==> src/rtl/truth_table_sweep_ctrl.sv <==
// Sweeps all 2^N_IN input vectors through a combinational gate and checks its truth table.
// Define TTS_GRAY_ORDER_EN to apply vectors in Gray-code order instead of binary order.
module truth_table_sweep_ctrl #(
    parameter int unsigned              N_IN        = 4,
    parameter logic [(1 << N_IN) - 1:0] EXPECTED_TT = 16'h2FC7,
    parameter int unsigned              SETTLE_CYC  = 2
) (
    input  logic                     clk,
    input  logic                     rst,
    input  logic                     start,
    output logic [N_IN-1:0]          dut_in,
    input  logic                     dut_out,
    output logic                     busy,
    output logic                     done,
    output logic                     pass,
    output logic [(1 << N_IN) - 1:0] captured_tt,
    output logic [N_IN:0]            mismatch_cnt,
    output logic [N_IN-1:0]          first_fail,
    output logic                     first_fail_vld
);

    localparam int unsigned     NVEC        = 1 << N_IN;
    localparam logic [N_IN-1:0] LAST_IDX    = N_IN'(NVEC - 1);
    localparam logic [7:0]      SETTLE_LAST = 8'(SETTLE_CYC - 1);
    localparam logic [N_IN-1:0] IDX_ONE     = N_IN'(1);
    localparam logic [N_IN:0]   CNT_ONE     = (N_IN + 1)'(1);

    typedef enum logic [1:0] {StIdle, StSettle, StSample, StDone} state_e;

    state_e            state_q, state_d;
    logic [N_IN-1:0]   idx_q;
    logic [7:0]        settle_cnt_q;
    logic [N_IN-1:0]   cur_vec;
    logic              miss;

    function automatic logic [N_IN-1:0] vec(input logic [N_IN-1:0] i);
`ifdef TTS_GRAY_ORDER_EN
        return i ^ (i >> 1);
`else
        return i;
`endif
    endfunction

    assign cur_vec = vec(idx_q);
    assign miss    = (dut_out != EXPECTED_TT[cur_vec]);

    always_ff @(posedge clk) begin
        if (rst) begin
            state_q <= StIdle;
        end else begin
            state_q <= state_d;
        end
    end

    always_comb begin
        state_d = state_q;
        unique case (state_q)
            StIdle:   if (start) state_d = StSettle;
            StSettle: if (settle_cnt_q == SETTLE_LAST) state_d = StSample;
            StSample: state_d = (idx_q == LAST_IDX) ? StDone : StSettle;
            StDone:   state_d = StIdle;
            default:  state_d = StIdle;
        endcase
    end

    always_comb begin
        busy = (state_q != StIdle);
        done = (state_q == StDone);
    end

    // Result registers hold the last sweep's outcome while idle; start is ignored outside StIdle.
    always_ff @(posedge clk) begin
        if (rst) begin
            idx_q          <= '0;
            settle_cnt_q   <= '0;
            dut_in         <= '0;
            pass           <= 1'b0;
            captured_tt    <= '0;
            mismatch_cnt   <= '0;
            first_fail     <= '0;
            first_fail_vld <= 1'b0;
        end else begin
            case (state_q)
                StIdle: begin
                    if (start) begin
                        idx_q          <= '0;
                        settle_cnt_q   <= '0;
                        dut_in         <= vec('0);
                        pass           <= 1'b0;
                        captured_tt    <= '0;
                        mismatch_cnt   <= '0;
                        first_fail     <= '0;
                        first_fail_vld <= 1'b0;
                    end
                end
                StSettle: settle_cnt_q <= settle_cnt_q + 8'd1;
                StSample: begin
                    captured_tt[cur_vec] <= dut_out;
                    if (miss) begin
                        mismatch_cnt <= mismatch_cnt + CNT_ONE;
                        if (!first_fail_vld) begin
                            first_fail     <= cur_vec;
                            first_fail_vld <= 1'b1;
                        end
                    end
                    if (idx_q == LAST_IDX) begin
                        pass <= !miss && (mismatch_cnt == '0);
                    end else begin
                        idx_q        <= idx_q + IDX_ONE;
                        dut_in       <= vec(idx_q + IDX_ONE);
                        settle_cnt_q <= '0;
                    end
                end
                default: ;
            endcase
        end
    end

endmodule
==> config.mk <==
export PLATFORM = sky130hd
export DESIGN_NAME = truth_table_sweep_ctrl
export DESIGN_NICKNAME = d
export VERILOG_FILES = /design/src/rtl/truth_table_sweep_ctrl.sv
export SDC_FILE = /design/constraint.sdc
export NUM_CORES = 1
export LEC_CHECK = 0
export ABC_AREA = 1
export BUFFER_PORTS_ARGS = -buffer_cell sky130_fd_sc_hd__buf_2
export CAP_MARGIN = 20
export CORE_ASPECT_RATIO = 1.25
export CORE_MARGIN = 10
export CORE_UTILIZATION = 60
export DETAILED_ROUTE_END_ITERATION = 8
export GPL_ROUTABILITY_DRIVEN = 0
export PLACE_DENSITY = 0.84
export SYNTH_ARGS = -nofsm -noshare
export SYNTH_HDL_FRONTEND = slang
export SYNTH_SLANG_ARGS = --single-unit
==> constraint.sdc <==
create_clock -name clk -period 3.19 [get_ports clk]
set_input_delay 0.7975 -clock clk [delete_from_list [all_inputs] [get_ports clk]]
set_output_delay 0.7975 -clock clk [all_outputs]
set_load 0.1 [all_outputs]
==> results of run 1 <==
## report_power, final
group / internal (W) / switching, W / leakage (nW)
clock: 0.000175 / 0.000177 / 0.0482
combinational: 0.0000644 / 0.000222 / 0.704
sequential: 0.000539 / 0.0000178 / 0.340
## metal layers
metal  share of wire (%)  vias to the layer above  track usage, %
met3                 5.5                        8            4.91
met4                 1.5                        0            6.62
met1                  45                      956            19.6
li1                    -                     1089               -
met5                   0                        -               0
met2                  48                       62            28.8
## final cells by class
cell class / instances / area, sq um
Multi-Input combinational cell: 223 / 1150
Tap cell: 39 / 48.8
Fill cell: 319 / 1040
Sequential cell: 42 / 841
Clock inverter: 1 / 5.00
Inverter: 35 / 131
Timing Repair Buffer: 36 / 180
Clock buffer: 7 / 86.3
## sequential cells by signal (all words and copies together), names as in the netlist, named ones only
name / flops
first_fail: 4
captured_tt: 16
cur_vec: 4
state_q: 2
mismatch_cnt: 5
settle_cnt_q: 8
pass: 1
first_fail_vld: 1
## kinds of logic (layout without fill, tap and decap cells)
| kind of cell | after synthesis | after routing | synth area share [%] |
|---|---|---|---|
| XOR/XNOR | 2 | 2 | 0.811 |
| AO/OA/AOI/OAI | 57 | 57 | 15.1 |
| adder cells (fa/ha/maj) | 8 | 8 | 4.63 |
| buffers and inverters | 44 | 79 | 7.93 |
| flip-flops | 42 | 42 | 38.9 |
| AND/OR/NAND/NOR | 156 | 156 | 32.6 |
## final timing paths
| kind | end | slack, ns | from |
|---|---|---|---|
| min | captured_tt[7] | 0.46 | captured_tt[7] |
| max | dut_in[3] | 0.94 | cur_vec[3] |
| min reg2reg | captured_tt[7] | 0.46 | captured_tt[7] |
| max reg2reg | captured_tt[8] | 1.47 | cur_vec[3] |
## cells in the final DEF, fill, tap and decap left out, types with 3 or more instances in the layout
cell and n:
nand2_1 79, dfxtp_1 42, buf_2 36, a21oi_1 31, inv_1 30, nand3_1 25, nor2_1 22, o21ai_0 11
nand4_1 11, o31ai_1 8, ha_1 8, nor3_1 6, clkbuf_8 6, inv_2 4, nor2_2 4, nor2_4 3
nand2_2 3
## per-stage QoR
stage	hold WS, ns	instance area, sq um	cells	total power, W	setup slack [ns]
CTS	0.462	2440	383	0.00120	0.934
global route	0.477	2440	383	0.00126	0.871
detailed placement	0.450	2350	375	0.000851	1.26
global placement	0.448	2350	375	0.000849	1.30
finish	0.458	2440	383	0.00119	0.942
floorplan	0.441	2160	309	0.000799	0.933
==> key figures, run 1 <==
Clock network
  • TritonCTS clock tree: done
  • Post-CTS Repair Setup Buffers: 0
  • Clock-pin slew on the worst setup and hold paths: 0.07 ns
  • Clock Sinks: 42
  • Cts-stage hold buffer count: 0
  • Clock Tree Buf Depth: 2
  • CTS buffer count: 5
  • Clock Latency Late Sink: roughly 0.30 ns
  • CTS H-tree depth: 2
  • CTS root buf: clkbuf_8
  • Post-CTS Resized: 0

STA
  • Max frequency: 0.445 GHz
  • RSZ-0062 raised after global routing: false
  • Min Clock Period, post-route: around 2.2 ns
  • Worst rel slew slack: 61.4%
  • Post-Route Skew: 0.00612 ns
  • Max-slew violations: 0
  • Final Hold Fails: 0
  • # setup viols final: 0
  • Fin crit share: 70.5%
  • Slew @ Worst Pin: approximately 0.58 ns
  • Setup tns final: 0 ns

Route
  • Wire length per cell: 13.3 um
  • Detail Route Antenna Nets: 0
  • Initial detailed-routing violation count: 127
  • Detailed-route via count: 2115
  • Routed WL: about 5.1 mm
  • Drc violations: 0
  • TritonRoute pass-1 iters: 4
  • Vias per inst: ~5.5

Min path
  • Worst Hold Depth: 2
  • Worst hold-check path type: reg2reg

Synthesis
  • Sequential area share after synthesis: ~39%
  • Post-synth EDFFs: 0
  • Synth Net Count: 321
  • Main synth FF type: dfxtp_1
  • Yosys reg bits: 42
  • Cells after Synth: about 300
  • Synth area leaders: dfxtp_1 (39%), nand2_1 (14%), a21oi_1 (7.2%)
  • Share of the synthesized area in the top cell type: 38.9%
  • Synthesized area: 2160 sq um
  • Mean post-synth cell area: ~7 sq um
  • List of most frequent post-synthesis cells: nand2_1 (79), dfxtp_1 (42), a21oi_1 (31)
  • Area leader, netlist: dfxtp_1
  • Post-synth cell types: 31
  • Synth Warn #: 0
  • Top-count cell post-synth: nand2_1
  • Asr flop ratio synth: 0%

Global route
  • Initial antenna violation count: 0
  • Grt ovf: 0
  • Pin count of the biggest net entering global routing: 33
  • First-pass GRT wire length: 9.03 mm
  • Vias in the first global route: 2107
  • Global-route usage over all layers: 17.1%

Layout
  • Final Util: 70.1%
  • Final nets: 355
  • Area grow syn2layout: 13.0%
  • Antenna diodes: 0
  • Layout cells sized above 1: 17.4%

Setup path
  • Delay-heaviest family, CP: flip-flops
  • CP max-delay cell: dfxtp_1
  • Worst setup EP type: output pin
  • Worst Path Arrival: 1.45 ns
  • R2R depth: 5
  • Required @ worst endpoint: between 2 and 2.5 ns
  • Buf/Inv on CP: 1
  • CP Class: reg2out
  • Worst Path Max Fanout: 14
  • Number of stages on the worst setup path: 1
  • CP Cell Sequence: buf_2
  • Critical path launch point type: flop
  • Crit-path max cell delay: 0.63 ns

Floorplan
  • Die width: 73.7 um
  • Core Rows: 24
  • Die area: 6420 sq um
  • Io pins: 37
  • CORE AREA: 3480 sq um
  • Chip height: between 80 and 90 um
  • Starting density of the core: 62.0%

Place
  • Number of port buffers: 36
  • Detail Placement HPWL: 3.77 mm

Power and ir drop
  • Pwr/cell area: 489 nW/um^2
  • Pleak: around 1.1 nW
  • VDD IR max: 0.411 mV

Status
  • Outcome: finished, final reports clean

Job
  • MaxCap Viol Count: 0
Power figures use the tool's default switching activity.
==> run 2, diff against run 1 <==
Settings changed: CORE_UTILIZATION 60 to 55, PLACE_DENSITY 0.84 to 0.78.
Clock period 3.19 ns to 2.35 ns, I/O delays scaled along.
==> run 2 against run 1 <==
  * Count of clock-buffer cells in the layout decreased by 1
  * Flip-flop and latch count unchanged
  * Via count increased by 0.14%
  * Utilization decreased by 5.1 points
  * Critical path depth unchanged
  * Register-to-register slack got worse by 0.80 ns
  * Sequential share of layout area decreased by 0.25 points
  * Design area increased by 0.72%
  * Power increased by 34%
  * Non-clock buffer count increased by 1
  * Largest power group unchanged
==> key figures, run 2 (synthesized netlist as in run 1, its figures left out) <==
STA
  • Max-slew violations: 0 (unchanged)
  • Post-Route Skew: 0.00765 ns (+0.00153 ns)
  • WHS: 0.457 ns (-0.00171 ns)
  • Max frequency: 0.487 GHz
  • Fin crit share: 87.3%
  • Min Clock Period, post-route: 2.05 ns
  • Setup tns final: 0 ns (unchanged)
  • RSZ-0062 raised after global routing: false
  • # setup viols final: 0 (unchanged)
  • Slew @ Worst Pin: 0.507 ns (-0.0726 ns)
  • Final Hold Fails: 0 (unchanged)
  • Worst rel slew slack: 66.2% (+4.8 points)

Floorplan
  • Core Rows: 25 (+4.2%)
  • Chip height: 90.1 um (+3.4%)
  • Starting density of the core: 57.1% (-4.9 points)
  • Io pins: 37 (unchanged)
  • Die width: 76.1 um (+3.2%)
  • Die area: 6850 sq um (+6.8%)
  • CORE AREA: 3780 sq um (+8.7%)

Layout
  • Commonest cells after routing, fill and taps aside: nand2_1 (79), dfxtp_1 (42), buf_2 (36)
  • Layout cells sized above 1: 17.5% (+0.051 points)
  • Most common cell after layout, fill and taps aside: nand2_1
  • Antenna diodes: 0 (unchanged)
  • Area grow syn2layout: 13.8%
  • Number of flip-flops under the largest register name: 16 (unchanged)
  • Most flops, register: captured_tt
  • Biggest regs: captured_tt (16), settle_cnt_q (8), mismatch_cnt (5)
  • Final nets: 356 (+0.28%)

Global route
  • Global Route met3 Usage: 4.68% (-0.23 points)
  • Initial antenna violation count: 0 (unchanged)
  • Vias in the first global route: 2049 (-2.8%)
  • Grt ovf: 0 (unchanged)
  • First-pass GRT wire length: 9.36 mm (+3.7%)
  • Pin count of the biggest net entering global routing: 19 (-42%)
  • Global-route usage over all layers: 15.8% (-1.3 points)
  • Grt peak-use layer: met2
  • Met1 Use GR: 18.6% (-0.96 points)
  • Met2 global-route usage: 26.2% (-2.6 points)

Min path
  • Worst Hold End: captured_tt[4]
  • Worst Hold Depth: 2 (unchanged)
  • Worst hold-check path type: reg2reg
  • Min-delay src: captured_tt[4]

Place
  • Number of port buffers: 36 (unchanged)
  • Detail Placement HPWL: 3.89 mm (+3.3%)

Route
  • Vias per inst: 5.34 (-3.4%)
  • Routed WL: 5.18 mm (+1.9%)
  • Detailed-route via count: 2118 (+0.14%)
  • Detail Route Antenna Nets: 0 (unchanged)
  • TritonRoute pass-1 iters: 4 (unchanged)
  • Wire length per cell: 13.0 um (-1.7%)
  • Drc violations: 0 (unchanged)
  • Initial detailed-routing violation count: 197 (+55%)

Setup path
  • Required @ worst endpoint: 1.76 ns (-0.63 ns)
  • Critical path launch point type: flop
  • R2R depth: 8 (+3)
  • Buf/Inv on CP: 1 (unchanged)
  • CP Cell Sequence: buf_2
  • R2R Setup Slk: 0.67 ns (-0.80 ns)
  • Worst Path Max Fanout: 15 (+1)
  • Delay-heaviest family, CP: flip-flops
  • Crit Reg-Reg Startpoint: cur_vec[0]
  • R2R Path End: settle_cnt_q[6]
  • Worst setup EP type: output pin
  • Worst Path Arrival: 1.46 ns (about the same)
  • CP max-delay cell: dfxtp_1
  • CP Class: reg2out
  • Crit-path max cell delay: 0.64 ns (about the same)

Clock network
  • Clock Tree Buf Depth: 2 (unchanged)
  • CTS root buf: clkbuf_8
  • CTS buffer count: 5 (unchanged)
  • Post-CTS Resized: 0 (unchanged)
  • TritonCTS clock tree: done
  • Clock-pin slew on the worst setup and hold paths: 0.08 ns (about the same)
  • Cts-stage hold buffer count: 0 (unchanged)
  • Post-CTS Repair Setup Buffers: 0 (unchanged)
  • Clock Latency Late Sink: 0.29 ns (about the same)
  • Clock Sinks: 42 (unchanged)
  • CTS H-tree depth: 2 (unchanged)

Power and ir drop
  • Pwr/cell area: 651 nW/um^2 (+33%)
  • VDD IR max: 0.462 mV (+12%)
  • Pleak: 1.09 nW (about the same)

Job
  • MaxCap Viol Count: 0 (unchanged)

Status
  • Outcome: finished, final reports clean
run 2: cell types whose count changed in the layout (fill, tap and decap cells not counted), sizes merged:
| cell | delta |
|---|---|
| clkbuf | -1 |
| buf | +1 |
| clkinv | -1 |
run 2: stage by stage:
step                worst slack, ns  utilization, %  std cells  total power (W)  cell area [sq um]
floorplan                    0.0931               -        309          0.00109               2160
global placement              0.625            62.8        391          0.00116               2380
detailed placement            0.593            62.8        391          0.00116               2380
CTS                           0.307            65.0        397          0.00161               2460
global route                  0.239            65.0        397          0.00169               2460
finish                        0.298            65.0        397          0.00160               2460
run 2: worst max-delay path by stage:
stage	endpoint	startpoint	cells after the start	slack [ns]
floorplan	flop	cur_vec[0]	10	0.09
global placement	mismatch_cnt[2]	start	7	0.62
detailed placement	mismatch_cnt[2]	start	7	0.59
CTS	dut_in[2]	cur_vec[2]	1	0.31
global route	dut_in[2]	cur_vec[2]	1	0.24
finish	dut_in[2]	cur_vec[2]	1	0.30
run 2: power breakdown:
group / internal, W / switching (W)
combinational: 0.0000890 / 0.000303
clock: 0.000227 / 0.000229
sequential: 0.000731 / 0.0000227
run 2: tightest hold or removal path, cell delays in order, from the launching register on:
cell	delay, ns
dfxtp_1	0.31
nand2_1	0.06
a21oi_1	0.05
run 2: cell type report:
| type | instances | area, sq um |
|---|---|---|
| fillers | 378 | 1330 |
| clock buffers | 6 | 82.6 |
| multi-input cells | 223 | 1150 |
| repair buffers | 37 | 188 |
| flip-flops and latches | 42 | 841 |
| well taps | 54 | 67.6 |
| inverters | 35 | 131 |
run 2: layer usage:
metal / wire (um) / share of wire (%)
met1: 2310 / 45
met2: 2460 / 47
met3: 325 / 6.3
met4: 82 / 1.6
met5: 0 / 0
